**src/rtl/pueo_cmdproc_pkg.sv**
```systemverilog
// Shared types and constants for the mode1 command packet parser.
package pueo_cmdproc_pkg;

  typedef enum logic [1:0] {
    IDLE    = 2'd0,
    DATA    = 2'd1,
    DISCARD = 2'd2
  } cmdproc_state_t;

  localparam int CMDPROC_PKT_BYTES = 5;

  localparam int ERR_SHORT = 0;
  localparam int ERR_LONG  = 1;
  localparam int ERR_OVF   = 2;

endpackage

```
**src/rtl/pueo_sat_counter.sv**
```systemverilog
// Event counter that adds a small increment each cycle and sticks at all-ones.
module pueo_sat_counter #(
  parameter int WIDTH     = 16,
  parameter int INC_WIDTH = 2
) (
  input  logic                 clk,
  input  logic                 rstn,
  input  logic [INC_WIDTH-1:0] inc,
  output logic [WIDTH-1:0]     count
);

  logic [WIDTH:0] sum;

  // One extra bit catches overflow; the increment is far smaller than the range.
  assign sum = {1'b0, count} + {{(WIDTH + 1 - INC_WIDTH){1'b0}}, inc};

  always_ff @(posedge clk) begin
    if (!rstn) begin
      count <= '0;
    end else if (sum[WIDTH]) begin
      count <= '1;
    end else begin
      count <= sum[WIDTH-1:0];
    end
  end

endmodule

```
**src/rtl/pueo_cmdproc_regwr.sv**
```systemverilog
// Assembles 5-byte mode1 packets into register writes behind a one-deep
// holding register; flags short/long/overflow packets and counts them.
module pueo_cmdproc_regwr
  import pueo_cmdproc_pkg::*;
#(
  parameter int CNT_WIDTH = 16
) (
  input  logic                 sysclk_i,
  input  logic                 sysclk_rstn_i,
  input  logic                 cmdproc_rst_i,
  input  logic [7:0]           cmdproc_tdata,
  input  logic                 cmdproc_tvalid,
  input  logic                 cmdproc_tlast,
  output logic [7:0]           wr_addr_o,
  output logic [31:0]          wr_data_o,
  output logic                 wr_valid_o,
  input  logic                 wr_ready_i,
  output logic [2:0]           err_o,
  output logic [CNT_WIDTH-1:0] pkt_count_o,
  output logic [CNT_WIDTH-1:0] err_count_o,
  output cmdproc_state_t       dbg_state_o
);

  // Write handshake: a write transfers on any sysclk edge where wr_valid_o and
  // wr_ready_i are both high; until then wr_addr_o/wr_data_o never change.

  cmdproc_state_t state_q;
  logic [1:0]     idx_q;
  logic [7:0]     addr_q;
  logic [23:0]    data_sr;

  logic byte_ok, in_data, last_idx;
  logic pkt_done, short_err, long_err, drain, load;
  logic [2:0] err_next;
  logic [1:0] err_inc;

  assign byte_ok   = cmdproc_tvalid && !cmdproc_rst_i;
  assign in_data   = (state_q == DATA);
  assign last_idx  = (idx_q == 2'd3);
  assign pkt_done  = byte_ok && in_data && last_idx && cmdproc_tlast;
  assign short_err = byte_ok && cmdproc_tlast && ((state_q == IDLE) || (in_data && !last_idx));
  assign long_err  = byte_ok && in_data && last_idx && !cmdproc_tlast;
  assign drain     = wr_valid_o && wr_ready_i;
  assign load      = pkt_done && (!wr_valid_o || drain);

  always_comb begin
    err_next            = 3'b000;
    err_next[ERR_SHORT] = short_err;
    err_next[ERR_LONG]  = long_err;
    err_next[ERR_OVF]   = pkt_done && !load;
  end

  assign err_inc     = {1'b0, err_next[0]} + {1'b0, err_next[1]} + {1'b0, err_next[2]};
  assign dbg_state_o = state_q;

  always_ff @(posedge sysclk_i) begin
    if (!sysclk_rstn_i) begin
      state_q    <= IDLE;
      idx_q      <= 2'd0;
      addr_q     <= 8'h00;
      data_sr    <= 24'h0;
      err_o      <= 3'b000;
      wr_valid_o <= 1'b0;
      wr_addr_o  <= 8'h00;
      wr_data_o  <= 32'h0;
    end else begin
      err_o <= err_next;

      if (load) begin
        wr_valid_o <= 1'b1;
        wr_addr_o  <= addr_q;
        wr_data_o  <= {data_sr, cmdproc_tdata};
      end else if (drain) begin
        wr_valid_o <= 1'b0;
      end

      // A mode1 reset outranks any byte arriving in the same cycle.
      if (cmdproc_rst_i) begin
        state_q <= IDLE;
        idx_q   <= 2'd0;
      end else if (cmdproc_tvalid) begin
        case (state_q)
          IDLE: begin
            if (!cmdproc_tlast) begin
              addr_q  <= cmdproc_tdata;
              idx_q   <= 2'd0;
              state_q <= DATA;
            end
          end
          DATA: begin
            data_sr <= {data_sr[15:0], cmdproc_tdata};
            if (cmdproc_tlast) begin
              state_q <= IDLE;
            end else if (last_idx) begin
              state_q <= DISCARD;
            end else begin
              idx_q <= idx_q + 2'd1;
            end
          end
          DISCARD: begin
            if (cmdproc_tlast) state_q <= IDLE;
          end
          default: state_q <= IDLE;
        endcase
      end
    end
  end

  pueo_sat_counter #(.WIDTH(CNT_WIDTH), .INC_WIDTH(2)) u_pkt_cnt (
    .clk   (sysclk_i),
    .rstn  (sysclk_rstn_i),
    .inc   ({1'b0, load}),
    .count (pkt_count_o)
  );

  pueo_sat_counter #(.WIDTH(CNT_WIDTH), .INC_WIDTH(2)) u_err_cnt (
    .clk   (sysclk_i),
    .rstn  (sysclk_rstn_i),
    .inc   (err_inc),
    .count (err_count_o)
  );

endmodule
```
**config.mk**
```make
export PLATFORM = sky130hd
export DESIGN_NAME = pueo_cmdproc_regwr
export DESIGN_NICKNAME = d
export VERILOG_FILES = /design/src/rtl/pueo_cmdproc_pkg.sv /design/src/rtl/pueo_sat_counter.sv /design/src/rtl/pueo_cmdproc_regwr.sv
export SDC_FILE = /design/constraint.sdc
export NUM_CORES = 1
export LEC_CHECK = 0
export CAP_MARGIN = 15
export CORE_ASPECT_RATIO = 0.7
export CORE_UTILIZATION = 44
export CTS_BUF_LIST = sky130_fd_sc_hd__clkbuf_16
export CTS_CLUSTER_DIAMETER = 50
export DETAILED_ROUTE_END_ITERATION = 16
export GPL_TIMING_DRIVEN = 0
export HOLD_SLACK_MARGIN = 0.05
export PLACE_DENSITY = 0.69
export SLEW_MARGIN = 20
export SYNTH_ARGS = -nofsm -noshare
export SYNTH_HDL_FRONTEND = slang
export SYNTH_HIERARCHICAL = 1
export SYNTH_SLANG_ARGS = --single-unit
```
**constraint.sdc**
```tcl
create_clock -name sysclk_i -period 4.3 [get_ports sysclk_i]
set_clock_uncertainty 0.15 [all_clocks]
set_input_delay 0.86 -clock sysclk_i [delete_from_list [all_inputs] [get_ports sysclk_i]]
set_output_delay 0.86 -clock sysclk_i [all_outputs]
set_load 0.02 [all_outputs]
```
==> results.cfg, run 1 <==
[sta]
finalCriticalPeriod_ps = 4060
worst-slew-pin-transition_ps = 591
slew_headroom_pct = 60.6
fmax_ghz = 0.246
postLayoutSetupSlackWorst_ps = 238
fin_worst_hold_slack_ps = 307
final_hold_viol_count = 0
min_period_over_period_pct = 94.5
finalSetupViolCount = 0
rsz_0062_raised_after_global_routing = false
timing.final.max_slew_violations = 0

[floorplan]
initial_utilization_pct = 45.7
die-width_um = 126
placement_rows = 31
floorplan.die_area_um2 = 11300
fp.dieH_um = 89.1
coreArea_um2 = 10400
io-pin-count = 92

[clocking]
numCtsBuffers = 9
cts-hold-fix-buffers = 0
cts_num_sinks = 112
clk_pin_slew_worst_paths_ps = 70
clock_tree.buffer_depth = 2
h-tree-depth = 3
cts_tree = done
worst_skew_pair.late_latency_ps = 350
clk_root_buffer_cell = sky130_fd_sc_hd__clkbuf_16

[power]
comb_power_share_pct = 4.6
p_switching_mw = 0.440
power_frac_seq_pct = 54.8
power_switching_share_pct = 23.0
power_leakage_nw = 2.10
power_density_nw_per_um2 = 312
internal-power_mw = 1.47
vdd_drop_max_mv = 0.194
clockPowerShare_pct = 40.6

[worst_setup_path]
worst_setup_path_startpoint = cmdproc_rst_i
arrival_time_of_the_worst_setup_path_ps = 4170
startpoint_of_the_worst_slack_reg_to_reg_timing_path = dbg_state_o[1]$_SDFFE_PP0P_
crit_path_end_kind = register
timing.critical_path.from_type = input port
cp.required_ps = 4410
worst_path_class_setup = input port to register
timing.critical_path.fanout_max = 10

[grt]
grt_pass1_wl_um = 18700
first_global_vias = 3730
grt_max_degree = 19
antenna_violations_before_repair = 0
grt_use_total_pct = 21.5
overflow = 0

[route]
number_of_violations_reported_at_the_end_of_detailed_routing_iteration_0 = 221
drt-wirelength-per-cell_um = 15.3
remaining_drc_errors = 0
routed_via_count = 3869
post_drt_via_cell_ratio = 5.13
drt_wl_total_um = 11600
drt_pass1_iterations = 4
final_antenna_violating_net_count = 0

[hold_path]
hp-class = register to register
hold_start = wr_data_o[15]$_SDFFE_PN0P_

[placed_design]
dp_slack_ps = -729
globalplace.congestion = 0.852
placement.io_buffers = 91
post-dp-hpwl_um = 8480

[logic_synthesis]
synthDistinctLibCells = 48
yosys.area.top_type = sky130_fd_sc_hd__dfxtp_1
syn-cell-area_um2 = 4770
edff_count_synth = 0
yosysWarnings = 6
synthArstFlopShare_pct = 0
syn-instance-count = 514
synth_top_area_share_pct = 47.0
synth_flop_cell = sky130_fd_sc_hd__dfxtp_1
avgSynthCellArea_um2 = 9.28
ys_ff_latch = 112
yosys-top-cells-area = sky130_fd_sc_hd__dfxtp_1 47%, sky130_fd_sc_hd__nand2_1 11%, sky130_fd_sc_hd__mux2i_1 10%
synth-seq-area-share_pct = 47.0

[cells_and_area]
layout.nets = 640
final_common_cell = sky130_fd_sc_hd__nand2_1
area_growth_pct = 28.6
insertedDiodeCount = 0
final_layout_size_suffix_gt1_share_pct = 6.27
most-common-layout-cells = 139 x sky130_fd_sc_hd__nand2_1, 112 x sky130_fd_sc_hd__dfxtp_1, 89 x sky130_fd_sc_hd__clkdlybuf4s50_1

[outcome]
status = finished clean

[run]
cap_viol_max_count = 0
[through the flow]
stage	setup TNS [ps]	cells	util, %	cell area [um2]	power (mW)
6_report	0	754	58.8	6130	1.91
5_1_grt	0	754	58.8	6130	1.99
4_1_cts	0	754	58.8	6130	1.93
3_5_place_dp	-12680	738	56.1	5850	1.16
3_3_place_gp	-10810	738	56.1	5850	1.16
2_1_floorplan	0	515	-	4770	1.12
[worst max-delay path, stage by stage]
cell and delay, ps:
sky130_fd_sc_hd__dlygate4sd2_1 320, sky130_fd_sc_hd__and4bb_4 310, sky130_fd_sc_hd__clkbuf_4 200, sky130_fd_sc_hd__and2_1 170, sky130_fd_sc_hd__fa_1 510, sky130_fd_sc_hd__ha_1 180
sky130_fd_sc_hd__inv_1 70, sky130_fd_sc_hd__fa_1 420, sky130_fd_sc_hd__nand3b_2 290, sky130_fd_sc_hd__nor4_4 380, sky130_fd_sc_hd__buf_4 190, sky130_fd_sc_hd__a21oi_1 50
sky130_fd_sc_hd__a311oi_1 230
[sequential cells by signal, summed over array words and instances, names as in the netlist]
register         count
u_pkt_cnt/count     16
addr_q               8
data_sr             24
idx_q                2
wr_addr_o            8
wr_data_o           32
u_err_cnt/count     16
wr_valid_o           1
err_o                3
dbg_state_o          2
[layer usage]
metal | track usage, % | wire length [um]
met1 | 30.8 | 5760
met2 | 32.1 | 4910
met3 | 4.85 | 771
met4 | 7.23 | 123
met5 | 0 | 0
[path summary, 6_finish.rpt]
check / to / slack (ps) / depth (start not counted)
setup / recovery: u_err_cnt/count[14]$_SDFF_PN0_ / 240 / 13
hold / removal: wr_data_o[15]$_SDFFE_PN0P_ / 310 / 2
setup reg to reg: u_err_cnt/count[14]$_SDFF_PN0_ / 590 / 12
hold reg to reg: wr_data_o[15]$_SDFFE_PN0P_ / 310 / 2
[kinds of logic (layout without fill, tap and decap cells)]
| logic type | count (synthesis) | count (layout) | share of synthesized area [%] |
|---|---|---|---|
| AND/OR/NAND/NOR | 213 | 213 | 22.4 |
| flip-flops | 112 | 112 | 47.0 |
| AO/OA/AOI/OAI | 66 | 66 | 8.76 |
| multiplexers | 49 | 49 | 10.3 |
| buffers and inverters | 42 | 149 | 4.64 |
| XOR/XNOR | 22 | 22 | 4.04 |
| adder cells (fa/ha/maj) | 9 | 9 | 2.83 |
| other | 1 | 2 | 0.0786 |
[cells in the mapped netlist (3+ instances only)]
master	instances
sky130_fd_sc_hd__ha_1	6
sky130_fd_sc_hd__nand3_1	4
sky130_fd_sc_hd__dfxtp_1	112
sky130_fd_sc_hd__nor2b_1	7
sky130_fd_sc_hd__a311oi_1	4
sky130_fd_sc_hd__buf_6	3
sky130_fd_sc_hd__a21oi_1	31
sky130_fd_sc_hd__nor3_1	8
sky130_fd_sc_hd__nor2_1	9
sky130_fd_sc_hd__clkbuf_1	15
sky130_fd_sc_hd__buf_4	4
sky130_fd_sc_hd__and3_1	5
sky130_fd_sc_hd__nor4_1	6
sky130_fd_sc_hd__mux2i_1	49
sky130_fd_sc_hd__fa_1	3
sky130_fd_sc_hd__nand2_1	139
sky130_fd_sc_hd__xnor2_1	18
sky130_fd_sc_hd__a21boi_1	20
sky130_fd_sc_hd__nand4_1	5
sky130_fd_sc_hd__a21boi_0	4
sky130_fd_sc_hd__inv_1	14
sky130_fd_sc_hd__nor3b_1	3
sky130_fd_sc_hd__and2_1	6
sky130_fd_sc_hd__xor2_1	4
[power groups by stage]
| stage | logic [mW] | registers, mW | clock network (mW) |
|---|---|---|---|
| 2_1_floorplan | 0.0447 | 1.07 | 0 |
| 3_3_place_gp | 0.0862 | 1.07 | 0 |
| 3_5_place_dp | 0.0880 | 1.07 | 0 |
| 4_1_cts | 0.0879 | 1.05 | 0.794 |
| 5_1_grt | 0.0960 | 1.05 | 0.850 |
| 6_report | 0.0879 | 1.05 | 0.775 |
[layout make-up]
| type | count | area (um2) |
|---|---|---|
| plain buffers | 27 | 169 |
| clock buffers | 9 | 225 |
| clock inverters | 7 | 48.8 |
| fillers | 913 | 4300 |
| inverters | 14 | 52.6 |
| multi-input cells | 361 | 2310 |
| flip-flops and latches | 112 | 2240 |
| well taps | 132 | 165 |
| repair buffers | 92 | 916 |
[what timing repair did]
item	4_1_cts	5_1_grt
resized for setup	6	0
setup buffers	1	0
endpoints found under the setup margin	15	0
Power figures use the tool's default switching activity.
==> run 2: changes to the inputs <==
--- a/config.mk
+++ b/config.mk
@@ -5,15 +5,18 @@
 export SDC_FILE = /design/constraint.sdc
 export NUM_CORES = 1
 export LEC_CHECK = 0
+export ABC_AREA = 1
 export CAP_MARGIN = 15
 export CORE_ASPECT_RATIO = 0.7
 export CORE_UTILIZATION = 44
 export CTS_BUF_LIST = sky130_fd_sc_hd__clkbuf_16
 export CTS_CLUSTER_DIAMETER = 50
+export CTS_CLUSTER_SIZE = 16
 export DETAILED_ROUTE_END_ITERATION = 16
 export GPL_TIMING_DRIVEN = 0
 export HOLD_SLACK_MARGIN = 0.05
 export PLACE_DENSITY = 0.69
+export SKIP_LAST_GASP = 1
 export SLEW_MARGIN = 20
 export SYNTH_ARGS = -nofsm -noshare
 export SYNTH_HDL_FRONTEND = slang
==> run 2 against run 1 <==
Net effect: routed wire length rose by 3.1%; global-route usage grew 0.38 points; synthesized cell count grew 35%; clock power up 7.6%; design area increased by 3.7%; critical endpoint is now u_err_cnt/count[7]$_SDFF_PN0_; largest cell class unchanged; highest routed layer unchanged.
==> results.cfg, run 2 <==
[outcome]
status = finished clean

[cells_and_area]
area_used_by_multi_input_combinational_logic_um2 = 2250
biggestRegsByFlops = wr_data_o (32), data_sr (24)
final_layout_size_suffix_gt1_share_pct = 6.49
largest_register_ff_count = 32
area_growth_pct = 28.3
regMostFlops = wr_data_o
layout.nets = 819
fillerInstances = 1055
most-common-layout-cells = 161 x sky130_fd_sc_hd__nand2_1, 154 x sky130_fd_sc_hd__nor2_1, 112 x sky130_fd_sc_hd__dfxtp_1
final-seq-area_um2 = 2240
insertedDiodeCount = 0
final_common_cell = sky130_fd_sc_hd__nand2_1
instances_no_fill = 954

[sta]
fmax_ghz = 0.252
postLayoutSetupSlackWorst_ps = 336
setup_tns_ps = 0
worst-slew-pin-transition_ps = 550
slew_headroom_pct = 63.3
min_period_over_period_pct = 92.2
timing.final.max_slew_violations = 0
finalSetupViolCount = 0
final_hold_viol_count = 0
finalCriticalPeriod_ps = 3960
rsz_0062_raised_after_global_routing = false

[worst_setup_path]
crit_path_end_kind = register
timing.critical_path.fanout_max = 17
worst_path_class_setup = input port to register
ff2ff_setup_slack_ps = 1000
critical_path.max_stage_delay_ps = 520
cp.required_ps = 4430
critical-path-top-delay-family = buffers and inverters
critical_path.n_buffers_inverters = 5
slowest_cell_on_the_critical_path = sky130_fd_sc_hd__fa_1
timing.critical_path.from_type = input port
arrival_time_of_the_worst_setup_path_ps = 4090
critical_path.cell_chain = clkdlybuf4s50_1 > nand2_1 > nor2_4 > inv_2 > nor3_1 > fa_1 > ha_1 > inv_1 > fa_1 > inv_1 > nand2_2 > nor2_4 > nand4_4 > buf_6 > a21oi_1

[route]
number_of_violations_reported_at_the_end_of_detailed_routing_iteration_0 = 273
drt_wl_total_um = 11900
drt-wirelength-per-cell_um = 12.5
final_antenna_violating_net_count = 0
remaining_drc_errors = 0
drt_pass1_iterations = 4
routed_via_count = 4567
post_drt_via_cell_ratio = 4.79

[clocking]
clk_pin_slew_worst_paths_ps = 70
cts_tree = done
cts-hold-fix-buffers = 0
clk_root_buffer_cell = sky130_fd_sc_hd__clkbuf_16
h-tree-depth = 3
cts_post_setup_buffers_inserted = 0
postCtsResizedCells = 0
cts_num_sinks = 112
numCtsBuffers = 9
clock_tree.buffer_depth = 2
worst_skew_pair.late_latency_ps = 350

[grt]
grt_use_total_pct = 21.9
antenna_violations_before_repair = 0
grt_pass1_wl_um = 20200
grt_max_degree = 19
first_global_vias = 4236
overflow = 0

[placed_design]
placement.io_buffers = 91
post-dp-hpwl_um = 8790
globalplace.congestion = 0.821
dp_slack_ps = -349
place.detailed.instances = 939

[power]
power_density_nw_per_um2 = 310
power_leakage_nw = 2.96
vdd_drop_max_mv = 0.186

[floorplan]
placement_rows = 32
die-width_um = 129
coreArea_um2 = 11000
floorplan.die_area_um2 = 11700
io-pin-count = 92
fp.dieH_um = 90.8
initial_utilization_pct = 45.2

[logic_synthesis]
ys_ff_latch = 112
synth_flop_cell = sky130_fd_sc_hd__dfxtp_1
yosys.area.top_type = sky130_fd_sc_hd__dfxtp_1
yosys.cell_count.top_type = sky130_fd_sc_hd__nand2_1
edff_count_synth = 0
synth_common_cells = 161 x sky130_fd_sc_hd__nand2_1, 154 x sky130_fd_sc_hd__nor2_1, 112 x sky130_fd_sc_hd__dfxtp_1
syn-instance-count = 694
synthDistinctLibCells = 34
syn-cell-area_um2 = 4960
yosys-top-cells-area = sky130_fd_sc_hd__dfxtp_1 45%, sky130_fd_sc_hd__nand2_1 12%, sky130_fd_sc_hd__nor2_1 12%
synth_top_area_share_pct = 45.2
avgSynthCellArea_um2 = 7.14
synthArstFlopShare_pct = 0
synth-seq-area-share_pct = 45.2
yosysWarnings = 6

[run]
cap_viol_max_count = 0

[hold_path]
hp-class = register to register
[run 2: cell count changes after synthesis, moves of 9 or more]
cell                       before  now
sky130_fd_sc_hd__nand3_1        4   26
sky130_fd_sc_hd__nand2_1      139  161
sky130_fd_sc_hd__mux2i_1       49    0
sky130_fd_sc_hd__inv_1         14   85
sky130_fd_sc_hd__xnor2_1       18    4
sky130_fd_sc_hd__a21boi_1      20    0
sky130_fd_sc_hd__nor2_1         9  154
sky130_fd_sc_hd__o21ai_0        1   37
sky130_fd_sc_hd__a21oi_1       31   22
[run 2: power by group]
part | total, mW | switching [mW] | internal (mW) | leakage, nW
clock network | 0.834 | 0.381 | 0.453 | 0.151
registers | 1.06 | 0.00945 | 1.05 | 0.904
logic | 0.0837 | 0.0535 | 0.0302 | 1.90
[run 2: cells by family (layout without fill, tap and decap cells)]
| group | Yosys count | in the layout | share of synthesized area (%) |
|---|---|---|---|
| compound gates | 72 | 72 | 7.88 |
| xor+xnor | 10 | 10 | 1.77 |
| fa+ha+maj | 9 | 9 | 2.73 |
| buf+inv | 112 | 218 | 9.52 |
| flops | 112 | 112 | 45.2 |
| other cells | 1 | 2 | 0.0757 |
| simple gates | 378 | 378 | 32.8 |
[run 2: tightest hold or removal path, cell delays in order (launching register included)]
cell	delay [ps]
sky130_fd_sc_hd__dfxtp_1	310
sky130_fd_sc_hd__nand2_1	60
sky130_fd_sc_hd__a21oi_1	50
[run 2: path summary, 6_finish.rpt]
path                                from                            end  cells after the start
max                       cmdproc_tvalid  u_err_cnt/count[7]$_SDFF_PN0_                     15
min               addr_q[4]$_SDFFE_PN0P_         addr_q[4]$_SDFFE_PN0P_                      2
max reg2reg  dbg_state_o[0]$_SDFFE_PP0P_  u_err_cnt/count[7]$_SDFF_PN0_                     14
min reg2reg       addr_q[4]$_SDFFE_PN0P_         addr_q[4]$_SDFFE_PN0P_                      2
[run 2: routing by layer]
layer | GRT usage [%] | part of all wire (%) | vias up
met5 | 0 | 0 | -
li1 | - | - | 2338
met1 | 30.9 | 50 | 2116
met4 | 5.98 | 1.1 | 0
met2 | 33.4 | 44 | 101
met3 | 4.98 | 4.6 | 12
[run 2: cell type report]
class	instances	area share, %
Sequential cell	112	35.3
Inverter	89	5.25
Timing Repair Buffer	91	14.3
Clock inverter	7	1.16
Clock buffer	9	3.54
Multi-Input combinational cell	471	35.3
Buffer	22	2.11
Tap cell	153	3.01
[run 2: metrics by stage]
step / hold WS, ps / util [%] / area (um2) / power (mW)
after floorplan: 291 / - / 4960 / 1.12
after global placement: 303 / 55.3 / 6060 / 1.16
after detailed placement: 306 / 55.3 / 6060 / 1.16
after CTS: 316 / 58.0 / 6360 / 2.00
after global routing: 343 / 57.9 / 6360 / 2.04
final: 315 / 57.9 / 6360 / 1.97
==> run 3: changes to the inputs <==
--- a/config.mk
+++ b/config.mk
@@ -15,6 +15,7 @@
 export DETAILED_ROUTE_END_ITERATION = 16
 export GPL_TIMING_DRIVEN = 0
 export HOLD_SLACK_MARGIN = 0.05
+export MAX_ROUTING_LAYER = met4
 export PLACE_DENSITY = 0.69
 export SKIP_LAST_GASP = 1
 export SLEW_MARGIN = 20
==> run 3 against run 2 <==
Net effect: worst setup slack lost 3.4 ps; first-iteration DRC count shrank 10%; via count shrank 0.31%; sequential power is essentially flat; total power is essentially flat; maximum frequency is essentially flat; register-to-register slack is essentially flat; routed wire length grew 0.28%; combinational power is essentially flat; largest cell class unchanged.
==> results.cfg, run 3 (synthesized netlist as in run 2, its figures left out) <==
[floorplan]
fp.dieH_um = 90.8
io-pin-count = 92
initial_utilization_pct = 45.2
placement_rows = 32
coreArea_um2 = 11000
floorplan.die_area_um2 = 11700
die-width_um = 129

[sta]
setup_tns_ps = 0
finalCriticalPeriod_ps = 3970
worst-slew-pin-transition_ps = 551
timing.final.max_slew_violations = 0
final_hold_viol_count = 0
slew_headroom_pct = 63.3
postLayoutSetupSlackWorst_ps = 333
fmax_ghz = 0.252
finalSetupViolCount = 0
rsz_0062_raised_after_global_routing = false
min_period_over_period_pct = 92.3
fin_worst_hold_slack_ps = 318

[worst_setup_path]
arrival_time_of_the_worst_setup_path_ps = 4090
critical_path.n_buffers_inverters = 5
startpoint_of_the_worst_slack_reg_to_reg_timing_path = dbg_state_o[0]$_SDFFE_PP0P_
slowest_cell_on_the_critical_path = sky130_fd_sc_hd__fa_1
critical_path.cell_chain = clkdlybuf4s50_1 > nand2_1 > nor2_4 > inv_2 > nor3_1 > fa_1 > ha_1 > inv_1 > fa_1 > inv_1 > nand2_2 > nor2_4 > nand4_4 > buf_6 > a21oi_1
critical-path-top-delay-family = buffers and inverters
path_depth = 15
crit_path_end_kind = register
worstRegToRegCells = 14
timing.critical_path.fanout_max = 17
cp.required_ps = 4430
worst_path_class_setup = input port to register
critical_path.max_stage_delay_ps = 520
timing.critical_path.from_type = input port
ff2ff_setup_slack_ps = 990
worst_r2r_endpoint = u_err_cnt/count[7]$_SDFF_PN0_

[hold_path]
worst_hold_endpoint = addr_q[4]$_SDFFE_PN0P_
worstHoldPathCells = 2
hp-class = register to register
hold_start = addr_q[4]$_SDFFE_PN0P_

[power]
comb_power_share_pct = 4.2
vdd_drop_max_mv = 0.185
internal-power_mw = 1.53
power_leakage_nw = 2.96
power_density_nw_per_um2 = 310
power_switching_share_pct = 22.5
p_switching_mw = 0.443
clockPowerShare_pct = 42.2
power_frac_seq_pct = 53.5

[clocking]
clk_pin_slew_worst_paths_ps = 70
cts_tree = done
clock_tree.buffer_depth = 2
worst_skew_pair.late_latency_ps = 350
cts_post_setup_buffers_inserted = 0
numCtsBuffers = 9
cts_num_sinks = 112
clk_root_buffer_cell = sky130_fd_sc_hd__clkbuf_16
cts-hold-fix-buffers = 0
postCtsResizedCells = 0
h-tree-depth = 3

[cells_and_area]
biggestRegsByFlops = wr_data_o (32), data_sr (24)
final_core_util_pct = 57.9
insertedDiodeCount = 0
largest_register_ff_count = 32
final_common_cell = sky130_fd_sc_hd__nand2_1
regMostFlops = wr_data_o
layout.nets = 819
post-route-cell-area_um2 = 6360
most-common-layout-cells = 161 x sky130_fd_sc_hd__nand2_1, 154 x sky130_fd_sc_hd__nor2_1, 112 x sky130_fd_sc_hd__dfxtp_1
area_growth_pct = 28.3
final_layout_size_suffix_gt1_share_pct = 6.49

[run]
cap_viol_max_count = 0

[outcome]
status = finished clean

[route]
remaining_drc_errors = 0
number_of_violations_reported_at_the_end_of_detailed_routing_iteration_0 = 245
routed_via_count = 4553
final_antenna_violating_net_count = 0
post_drt_via_cell_ratio = 4.77
drt_wl_total_um = 12000
drt-wirelength-per-cell_um = 12.5
drt_pass1_iterations = 5

[placed_design]
dp_slack_ps = -349
placement.io_buffers = 91
post-dp-hpwl_um = 8790
globalplace.congestion = 0.834
dpl_cell_area_um2 = 6060

[grt]
grt_max_degree = 19
antenna_violations_before_repair = 0
grt_use_total_pct = 22.6
grt_pass1_wl_um = 20200
first_global_vias = 4226
overflow = 0
==> run 3: cell counts in the layout (fill, tap and decap cells not counted) <==
Identical to the previous run, type by type.
==> run 3: layer usage <==
layer / share of wire [%] / vias up / GRT usage (%)
met5: 0 / - / -
met4: 1.2 / 0 / 5.98
met3: 5.4 / 12 / 5.09
met2: 44 / 117 / 33.4
met1: 49 / 2088 / 31.0
li1: - / 2336 / -
==> run 3: how the worst max path moves through the flow <==
| stage | start | to | slack (ps) |
|---|---|---|---|
| 4_1_cts | cmdproc_tvalid | u_err_cnt/count[7]$_SDFF_PN0_ | 4 |
| 3_5_place_dp | cmdproc_tvalid | u_err_cnt/count[10]$_SDFF_PN0_ | -350 |
| 2_1_floorplan | cmdproc_rst_i | u_err_cnt/count[12]$_SDFF_PN0_ | 660 |
| 6_report | cmdproc_tvalid | u_err_cnt/count[7]$_SDFF_PN0_ | 330 |
| 5_1_grt | cmdproc_tvalid | u_err_cnt/count[7]$_SDFF_PN0_ | 130 |
| 3_3_place_gp | cmdproc_tvalid | u_err_cnt/count[7]$_SDFF_PN0_ | -320 |
==> run 3: area by class of cell <==
cell class	count	area, um2
clock buffer	9	225
inverter	89	334
clock inverter	7	73.8
timing repair buffer	91	911
sequential	112	2240
tap	153	191
buffer	22	134
multi-input combinational	471	2250
fill	1055	4610
==> run 3: metrics by stage <==
step	std cells	power, mW
after floorplan	695	1.12
final	954	1.97
after global placement	939	1.16
after detailed placement	939	1.16
after CTS	955	2.00
after global routing	954	2.04
==> run 3: power groups by stage <==
stage                     registers [mW]  clock network, mW  logic [mW]
after floorplan                     1.08                  0      0.0396
after CTS                           1.06              0.856      0.0832
after global routing                1.06              0.894      0.0926
final                               1.06              0.833      0.0838
after global placement              1.08                  0      0.0805
after detailed placement            1.08                  0      0.0825
==> run 3: worst register-to-register path, delay by kind of cell, from the launching register on <==
family / cells / cell delay, ps
buffers and inverters: 4 / 560
DFF: 1 / 480
adders and majority gates: 3 / 770
AOI/OAI and AO/OA: 1 / 150
and+or+nand+nor: 6 / 1120
